==> src/rtl/mc_ctrl.sv <==
// mc_ctrl: multi-cycle FETCH/DECODE/EXE/MEM/WB control FSM for a MIPS subset core.
// Optional macro ILLEGAL_TRAP_EN: unknown instructions halt the FSM (sticky illegal) instead of acting as NOPs.
module mc_ctrl #(
  parameter int MEM_WAIT_MAX = 16
) (
  input  logic       clk,
  input  logic       rst_n,
  input  logic [5:0] opcode,
  input  logic [5:0] funct,
  input  logic       zero,
  input  logic       mem_ack,
  output logic       pc_we,
  output logic [1:0] npc_sel,
  output logic       ir_we,
  output logic       reg_we,
  output logic [1:0] reg_dst,
  output logic [1:0] wd_sel,
  output logic       alu_src,
  output logic [1:0] alu_op,
  output logic [1:0] EOp,
  output logic       mem_req,
  output logic       mem_we,
  output logic       instr_done,
  output logic       mem_err,
  output logic       illegal,
  output logic [3:0] state
);
  localparam int CW = $clog2(MEM_WAIT_MAX + 1);
  localparam logic [CW-1:0] CNT_LAST = CW'(MEM_WAIT_MAX - 1);

  typedef enum logic [3:0] {
    S_IDLE = 4'd0, S_FETCH = 4'd1, S_DECODE = 4'd2, S_EXE = 4'd3, S_MEM = 4'd4,
    S_WB = 4'd5, S_BR = 4'd6, S_JMP = 4'd7, S_HALT = 4'd8
  } state_t;

  typedef enum logic [3:0] {
    I_ADDU, I_SUBU, I_ORI, I_LUI, I_LW, I_SW, I_BEQ, I_J, I_JAL, I_JR, I_BAD
  } instr_t;

  typedef struct packed {
    logic       pc_we;
    logic [1:0] npc_sel;
    logic       ir_we;
    logic       reg_we;
    logic [1:0] reg_dst;
    logic [1:0] wd_sel;
    logic       alu_src;
    logic [1:0] alu_op;
    logic [1:0] eop;
    logic       mem_req;
    logic       mem_we;
    logic       done;
    logic       illegal;
  } ctl_t;

  state_t        state_q, state_d;
  logic [5:0]    op_q, op_d, fn_q, fn_d;
  logic [CW-1:0] cnt_q, cnt_d;
  ctl_t          ctl_q, ctl_d;
  instr_t        cur;
  logic          sw_done, timeout, nop_done;

  function automatic instr_t classify(input logic [5:0] op, input logic [5:0] fn);
    instr_t r;
    r = I_BAD;
    case (op)
      6'h00: begin
        case (fn)
          6'h21:   r = I_ADDU;
          6'h23:   r = I_SUBU;
          6'h08:   r = I_JR;
          default: r = I_BAD;
        endcase
      end
      6'h0d:   r = I_ORI;
      6'h0f:   r = I_LUI;
      6'h23:   r = I_LW;
      6'h2b:   r = I_SW;
      6'h04:   r = I_BEQ;
      6'h02:   r = I_J;
      6'h03:   r = I_JAL;
      default: r = I_BAD;
    endcase
    return r;
  endfunction

  always_comb begin
    // IR is only trustworthy from DECODE on; DECODE sees it live, later states use the latched copy.
    cur     = (state_q == S_DECODE) ? classify(opcode, funct) : classify(op_q, fn_q);
    state_d = state_q;
    op_d    = op_q;
    fn_d    = fn_q;
    cnt_d   = '0;
    sw_done = 1'b0;
    timeout = 1'b0;
    case (state_q)
      S_IDLE:   state_d = S_FETCH;
      S_FETCH:  state_d = S_DECODE;
      S_DECODE: begin
        op_d = opcode;
        fn_d = funct;
        case (cur)
          I_ADDU, I_SUBU, I_ORI, I_LUI, I_LW, I_SW: state_d = S_EXE;
          I_BEQ:            state_d = S_BR;
          I_J, I_JAL, I_JR: state_d = S_JMP;
          default: begin
`ifdef ILLEGAL_TRAP_EN
            state_d = S_HALT;
`else
            state_d = S_FETCH;
`endif
          end
        endcase
      end
      S_EXE: state_d = (cur == I_LW || cur == I_SW) ? S_MEM : S_WB;
      S_MEM: begin
        if (mem_ack) begin
          state_d = (cur == I_LW) ? S_WB : S_FETCH;
          sw_done = (cur == I_SW);
        end else if (cnt_q == CNT_LAST) begin
          timeout = 1'b1;
          state_d = S_FETCH;
        end else begin
          cnt_d = cnt_q + CW'(1);
        end
      end
      S_WB, S_BR, S_JMP: state_d = S_FETCH;
      S_HALT:            state_d = S_HALT;
      default:           state_d = S_IDLE;
    endcase

    // Outputs are decoded from the next state so the registered copy lines up with state_q.
    ctl_d = '0;
    case (state_d)
      S_FETCH: begin
        ctl_d.ir_we = 1'b1;
        ctl_d.pc_we = 1'b1;
      end
      S_DECODE: ctl_d.eop = 2'b11;
      S_EXE: begin
        case (cur)
          I_SUBU: ctl_d.alu_op = 2'b01;
          I_ORI: begin
            ctl_d.alu_src = 1'b1;
            ctl_d.alu_op  = 2'b10;
            ctl_d.eop     = 2'b01;
          end
          I_LUI: begin
            ctl_d.alu_src = 1'b1;
            ctl_d.alu_op  = 2'b11;
            ctl_d.eop     = 2'b10;
          end
          I_LW, I_SW: ctl_d.alu_src = 1'b1;
          default: ;
        endcase
      end
      S_MEM: begin
        ctl_d.mem_req = 1'b1;
        ctl_d.mem_we  = (cur == I_SW);
      end
      S_WB: begin
        ctl_d.reg_we = 1'b1;
        ctl_d.done   = 1'b1;
        case (cur)
          I_ADDU, I_SUBU: ctl_d.reg_dst = 2'b01;
          I_LW:           ctl_d.wd_sel  = 2'b01;
          default: ;
        endcase
      end
      S_BR: begin
        ctl_d.alu_op  = 2'b01;
        ctl_d.eop     = 2'b11;
        ctl_d.npc_sel = 2'b01;
        ctl_d.done    = 1'b1;
      end
      S_JMP: begin
        ctl_d.pc_we   = 1'b1;
        ctl_d.done    = 1'b1;
        ctl_d.npc_sel = (cur == I_JR) ? 2'b11 : 2'b10;
        if (cur == I_JAL) begin
          ctl_d.reg_we  = 1'b1;
          ctl_d.reg_dst = 2'b10;
          ctl_d.wd_sel  = 2'b10;
        end
      end
      S_HALT: begin
`ifdef ILLEGAL_TRAP_EN
        ctl_d.illegal = 1'b1;
`endif
      end
      default: ;
    endcase
  end

  always_ff @(posedge clk or negedge rst_n) begin
    if (!rst_n) begin
      state_q <= S_IDLE;
      op_q    <= '0;
      fn_q    <= '0;
      cnt_q   <= '0;
      ctl_q   <= '0;
    end else begin
      state_q <= state_d;
      op_q    <= op_d;
      fn_q    <= fn_d;
      cnt_q   <= cnt_d;
      ctl_q   <= ctl_d;
    end
  end

`ifdef ILLEGAL_TRAP_EN
  assign nop_done = 1'b0;
`else
  assign nop_done = (state_q == S_DECODE) && (cur == I_BAD);
`endif

  // The branch decision needs the ALU compare made in S_BR itself.
  assign pc_we      = ctl_q.pc_we | ((state_q == S_BR) & zero);
  assign npc_sel    = ctl_q.npc_sel;
  assign ir_we      = ctl_q.ir_we;
  assign reg_we     = ctl_q.reg_we;
  assign reg_dst    = ctl_q.reg_dst;
  assign wd_sel     = ctl_q.wd_sel;
  assign alu_src    = ctl_q.alu_src;
  assign alu_op     = ctl_q.alu_op;
  assign EOp        = ctl_q.eop;
  assign mem_req    = ctl_q.mem_req;
  assign mem_we     = ctl_q.mem_we;
  assign instr_done = ctl_q.done | sw_done | nop_done;
  assign mem_err    = timeout;
  assign illegal    = ctl_q.illegal;
  assign state      = state_q;
endmodule
==> config.mk <==
export PLATFORM = sky130hd
export DESIGN_NAME = mc_ctrl
export DESIGN_NICKNAME = d
export VERILOG_FILES = /design/src/rtl/mc_ctrl.sv
export SDC_FILE = /design/constraint.sdc
export NUM_CORES = 1
export LEC_CHECK = 0
export ABC_AREA = 0
export BUFFER_PORTS_ARGS = -buffer_cell sky130_fd_sc_hd__buf_2
export CAP_MARGIN = 20
export CORE_AREA = 10 10 77 79
export DETAILED_ROUTE_END_ITERATION = 7
export DIE_AREA = 0 0 87 89
export PLACE_DENSITY = 0.83
export SYNTH_ARGS = -nofsm -noshare
export SYNTH_HDL_FRONTEND = slang
export SYNTH_SLANG_ARGS = --single-unit
==> constraint.sdc <==
create_clock -name clk -period 2.9 [get_ports clk]
set_clock_uncertainty 0.15 [all_clocks]
set_input_delay 0.145 -clock clk [delete_from_list [all_inputs] [get_ports clk]]
set_output_delay 0.145 -clock clk [all_outputs]
set_load 0.01 [all_outputs]
==> results of run 1 <==
-- cell usage after synthesis, types with 3 or more instances --
library cell	instances
nand2_1	44
dfrtp_1	37
nor2_1	20
buf_4	11
buf_2	7
nand3_1	6
a21oi_1	5
clkbuf_1	5
nand2b_1	5
nor2b_1	5
nor3_1	5
and2_1	4
and3_1	4
o211ai_1	4
xnor2_1	4
xor2_1	4
a211o_1	3
a211oi_1	3
and3b_1	3
and4b_1	3
buf_6	3
inv_1	3
nand4b_1	3
nor4b_1	3
o21ai_0	3
or3_1	3
-- through the flow --
stage / instances / worst slack, ns
final: 338 / 0.102
after global routing: 338 / 0.00344
after CTS: 338 / 0.0492
after detailed placement: 322 / 0.234
after global placement: 322 / 0.335
after floorplan: 250 / 0.410
-- layout make-up --
cell class	instances	share of cell area
Clock buffer	6	0.0271
Inverter	4	0.00560
Sequential cell	37	0.346
Timing Repair Buffer	52	0.118
Tap cell	54	0.0252
Multi-Input combinational cell	183	0.474
Clock inverter	2	0.00373
-- cell usage in the layout, fill, tap and decap left out, types with 4 or more instances in the layout --
| cell | instances |
|---|---|
| a21oi_1 | 5 |
| nor3_1 | 4 |
| nor2_1 | 20 |
| nand2b_1 | 5 |
| nand2_1 | 44 |
| o211ai_1 | 4 |
| nor2b_1 | 5 |
| xnor2_1 | 4 |
| xor2_1 | 4 |
| buf_4 | 7 |
| nand3_1 | 6 |
| dlygate4sd3_1 | 8 |
| and2_1 | 4 |
| clkbuf_8 | 5 |
| and3_1 | 4 |
| buf_2 | 37 |
| dfrtp_1 | 35 |
-- critical path: stages --
cell,delay (ns)
dlygate4sd3_1,0.53
buf_2,0.15
or4_4,0.50
nor3_2,0.17
a22oi_2,0.11
a21oi_2,0.36
nor4bb_1,0.11
a211o_1,0.28
buf_2,0.14
-- what timing repair did --
action	in CTS	in global routing
resized for setup	1	4
hold endpoints to repair	44	0
setup endpoints to repair	1	1
hold buffers	8	0
setup buffers	0	0
-- report_power, final --
group	switching, uW	internal (uW)
clock network	178	166
logic	623	464
registers	165	666
total	966	1300
-- registers in the layout (all words and copies together), names as in the netlist, 2 cells and up --
name     count
EOp          2
alu_op       2
cnt_q        5
ctl_q        2
fn_q         6
npc_sel      2
op_q         6
reg_dst      2
state        4
-- worst paths after layout --
| kind | slack, ns | end | cells past startpoint | from |
|---|---|---|---|---|
| worst max-delay path | 0.10 | instr_done | 9 | opcode[4] |
| worst min-delay path | 0.01 | op_q[5]$_DFFE_PN0P_ | 3 | opcode[5] |
| worst max register to register | 0.25 | reg_dst[1]$_DFF_PN0_ | 8 | state[0]$_DFF_PN0_ |
| worst min register to register | 0.31 | cnt_q[0]$_DFF_PN0_ | 1 | cnt_q[0]$_DFF_PN0_ |
| max in group asynchronous | 1.71 | op_q[2]$_DFFE_PN0P_ | 2 | rst_n |
| min in group asynchronous | 0.33 | fn_q[2]$_DFFE_PN0P_ | 2 | rst_n |
-- routing by layer --
layer | vias to the layer above | share of wire | global-route usage
met5 | - | 0 | 0
met3 | 13 | 0.063 | 0.0401
met2 | 56 | 0.47 | 0.231
li1 | 958 | - | -
met1 | 906 | 0.44 | 0.175
met4 | 0 | 0.024 | 0.0545
-- cells by family (layout without fill, tap and decap cells) --
logic type,count (synthesis),count (layout),synth area share
AOI/OAI and AO/OA,45,45,0.180
DFF,37,37,0.391
and+or+nand+nor,126,126,0.301
other,1,1,0.00158
xor gates and xnor gates,8,8,0.0296
muxes,2,2,0.0137
adders and majority gates,1,1,0.00528
buffers and inverters,30,64,0.0781
==> out/summary.txt, run 1 <==
Status: finished, final reports clean
FFs w/ async S/R, synth: 1.00
Vias in the first global route: 1893
CTS tree: done
Reg area: 928 um^2
Vias per cell: 5.72
Cts bufs inserted: 5
Area leader, netlist: dfrtp_1
Clock sink total: 37
Max-slew headroom: 0.464
Synth Instances: 250
Sequential share of the synthesized area: 0.391
# DRC: 0
Worst EP required: 2.61 ns
Antenna violations before repair: 0
Num ports: 39
Placer's final routability congestion estimate: 0.897
Hpwl dp: 3890 um
Crit-path max FO: 6
Top cell type's share of synthesized area: 0.391
Final Power: 2260 uW
Grt ovf: 0
Max-cap violations: 0
Vias: 1933
Largest net degree at the start of global routing: 38
Hold Worst Slack: 0.0122 ns
Startpoint types: primary input
Die span in x: 87 um
Worst skew pair latency: 0.29 ns
Util after Layout: 0.591
Routed WL per cell: 15.6 um
Final period utilization: 0.965
FF+latch count, synth: 37
Design area: 2680 um^2
Yosys warnings: 0
Synth top area cells: dfrtp_1, nand2_1, buf_4
Global-route wire length before repair: 8960 um
RSZ-0062 raised after global routing: false
Share of cells above drive strength 1: 0.268
Prevailing post-synth register cell: dfrtp_1
Die area: 7740 um^2
Layout filler cell count: 378
Placed instance area: 2500 um^2
Synthesized cell area: 2370 um^2
Initial Util: 0.522
Drt pass-1 iters: 4
Final #Nets: 300
Slew Viols, Final: 0
Highest clock rate: 357 MHz
Multi-input logic area: 1270 um^2
Total track usage: 0.142
Area delta synth->final: 13.2%
Synth Area per Inst: 9.48 um^2
Post-Syn Nets: 267
Worst setup EP type: output pin
Reg clk slew, reported paths: 0.07 ns
# H-tree levels: 2
CTS Buffer Depth: 2
CP arrival: 2.50 ns
DRT iter0 DRCs: 75
Detail Route Antenna Nets: 0
Total core area: 4540 um^2
Setup TNS: 0 ns
EDFF count, synth: 0
Leakage: 0.00125 uW
Minimum clock period: 2.80 ns
Chip height: 89 um
Crit Path Category: in2out
Final wirelength: 5280 um
I/O Buffers: 37
VDD IR-drop max: 477 uV
Ant diodes: 0
Final setup viols: 0
Hold Vio Cnt, Final: 0
FP Rows: 25
Worst-margin pin slew: 0.804 ns
Synth unique cells: 70
HP Class: in2reg
CTS Root Cell: clkbuf_8
Pwr dens: 843 nW/um^2
(Power assumes the default switching activity.)
==> run 2: changes to the inputs <==
- CORE_AREA: 10 10 77 79 -> 3 3 70 72
- CTS_BUF_LIST: not set -> sky130_fd_sc_hd__clkbuf_2
- DIE_AREA: 0 0 87 89 -> 0 0 73 75
==> run 2 against run 1 <==
Against the previous run:
- combinational power is 15% higher
- utilization up 5.6 points
- non-clock buffer count rose by 16
- clock power down 32%
- critical path depth is 2 lower
- sequential cell count unchanged
- power grew 0.45%
- routed wire length increased by 5.2%
- count of clock-buffer cells in the layout unchanged
- worst hold slack improved by 0.19 ns
- cell count rose by 4.1%
==> out/summary.txt, run 2 (synthesis results as in run 1) <==
Chip height: 75 um
VDD IR-drop max: 390 uV
Biggest regs: fn_q: 6 flops, op_q: 6 flops, cnt_q: 5 flops
R2R cell count: 8
Worst skew pair latency: 0.39 ns
Placer's final routability congestion estimate: 0.924
Initial Util: 0.544
Grt ovf: 0
Most common cell after layout, fill and taps aside: nand2_1
Die area: 5480 um^2
Placed instance area: 2520 um^2
Final #Nets: 316
Crit-path max cell delay: 0.43 ns
Pwr dens: 806 nW/um^2
Worst setup EP type: output pin
Multi-input logic area: 1320 um^2
Reg area: 930 um^2
Total track usage: 0.211
Final wirelength: 5550 um
Crit-path slowest cell: dfrtp_1
Leakage: 0.00132 uW
Share of cells above drive strength 1: 0.320
CTS Buffer Depth: 2
R2R Path End: reg_dst[1]$_DFF_PN0_
Clock sink total: 37
CTS Root Cell: clkbuf_2
Worst EP required: 2.61 ns
CP cell instances: buf_4 -> nor4b_4 -> nand2b_1 -> or3_4 -> and2_4 -> a211o_1 -> buf_2
Minimum clock period: 2.81 ns
DRT iter0 DRCs: 195
Crit Path Category: reg2out
Max-cap violations: 0
Crit-path max FO: 8
Num ports: 39
NetSw: 1010 uW
Status: finished, final reports clean
Routed WL per cell: 15.8 um
Critical R2R Launch: fn_q[0]$_DFFE_PN0P_
Largest net degree at the start of global routing: 38
Drt pass-1 iters: 4
Die span in x: 73 um
CP arrival: 2.52 ns
Design area: 2820 um^2
Reg2Reg Setup Slack: 0.28 ns
Ant diodes: 0
CP top delay family: simple AND/OR/NAND/NOR gates
Vias in the first global route: 1870
Layout filler cell count: 338
HP Class: in2async
FP Rows: 24
Slew Viols, Final: 0
Sequential share of power: 0.345
Hold Vio Cnt, Final: 0
# H-tree levels: 2
Combinational power share: 0.552
Setup ws final: 0.0875 ns
Startpoint types: flip-flop
Pre-CTS WS: 0.295 ns
CTS tree: done
Number of buffers and inverters on the critical path: 2
Switching Fraction: 0.444
Int Power: 1260 uW
Clk pwr share: 0.103
Detail Route Antenna Nets: 0
Vias: 1998
Antenna violations before repair: 0
Final period utilization: 0.970
Area delta synth->final: 19.0%
I/O Buffers: 37
Hpwl dp: 3790 um
Final setup viols: 0
Max-slew headroom: 0.460
Global-route wire length before repair: 8920 um
Vias per cell: 5.68
Final Instance Count excl. Fillers: 352
Hold Worst Slack: 0.205 ns
Worst-margin pin slew: 0.811 ns
Cts bufs inserted: 5
Commonest non-fill, non-tap cells in the layout: nand2_1, buf_2, dfrtp_1, nor2_1, buf_4
Highest clock rate: 356 MHz
Reg clk slew, reported paths: 0.19 ns
Placed cell count: 322
Total core area: 4350 um^2
# DRC: 0
[run 2: cell types whose count changed in the layout (fill, tap and decap cells not counted), sizes merged]
cell and delta:
dlygate4sd3 +6, buf +10
[run 2: worst max path at each step]
stage,startpoint,end,cells after the start
global route,state[3]$_DFF_PN0_,instr_done,7
floorplan,state[0]$_DFF_PN0_,reg_dst[1]$_DFF_PN0_,7
global placement,op_q[3]$_DFFE_PN0P_,reg_dst[1]$_DFF_PN0_,6
finish,state[2]$_DFF_PN0_,instr_done,7
detailed placement,fn_q[0]$_DFFE_PN0P_,reg_dst[1]$_DFF_PN0_,7
CTS,state[0]$_DFF_PN0_,instr_done,8
[run 2: power by group through the flow]
stage               Clock (uW)  Sequential, uW  Combinational (uW)
finish                     234             784                1250
global route               258             805                1370
CTS                        240             793                1150
detailed placement           0             798                1120
global placement             0             788                1090
floorplan                    0             770                 874
[run 2: layer usage]
metal	GRT usage	up-vias	part of all wire	routed length (um)
met3	0.0427	7	0.048	269
met4	0.0594	0	0.011	61
met1	0.281	951	0.44	2440
li1	-	984	-	-
met2	0.349	56	0.50	2780
met5	0	-	0	0
[run 2: cell type report]
cell class                 count  area share
multi-input combinational    183       0.468
sequential                    37       0.330
timing repair buffer          68       0.160
tap                           52      0.0231
clock buffer                   6      0.0106
inverter                       4     0.00532
clock inverter                 2     0.00355
[run 2: what timing repair did]
action / 4_1_cts / 5_1_grt
hold buffers: 14 / 0
resized for setup: 6 / 10
gates cloned: 0 / 0
pin swaps: 0 / 4
endpoints found under the setup margin: 1 / 2
hold endpoints to repair: 51 / 0
setup buffers: 0 / 8
[run 2: through the flow]
| step | total power, uW | setup TNS (ns) | utilization |
|---|---|---|---|
| after floorplan | 1640 | 0 | - |
| after global placement | 1880 | 0 | 0.578 |
| after detailed placement | 1910 | 0 | 0.578 |
| after CTS | 2180 | 0 | 0.625 |
| after global routing | 2430 | -0.0192 | 0.648 |
| final | 2270 | 0 | 0.648 |
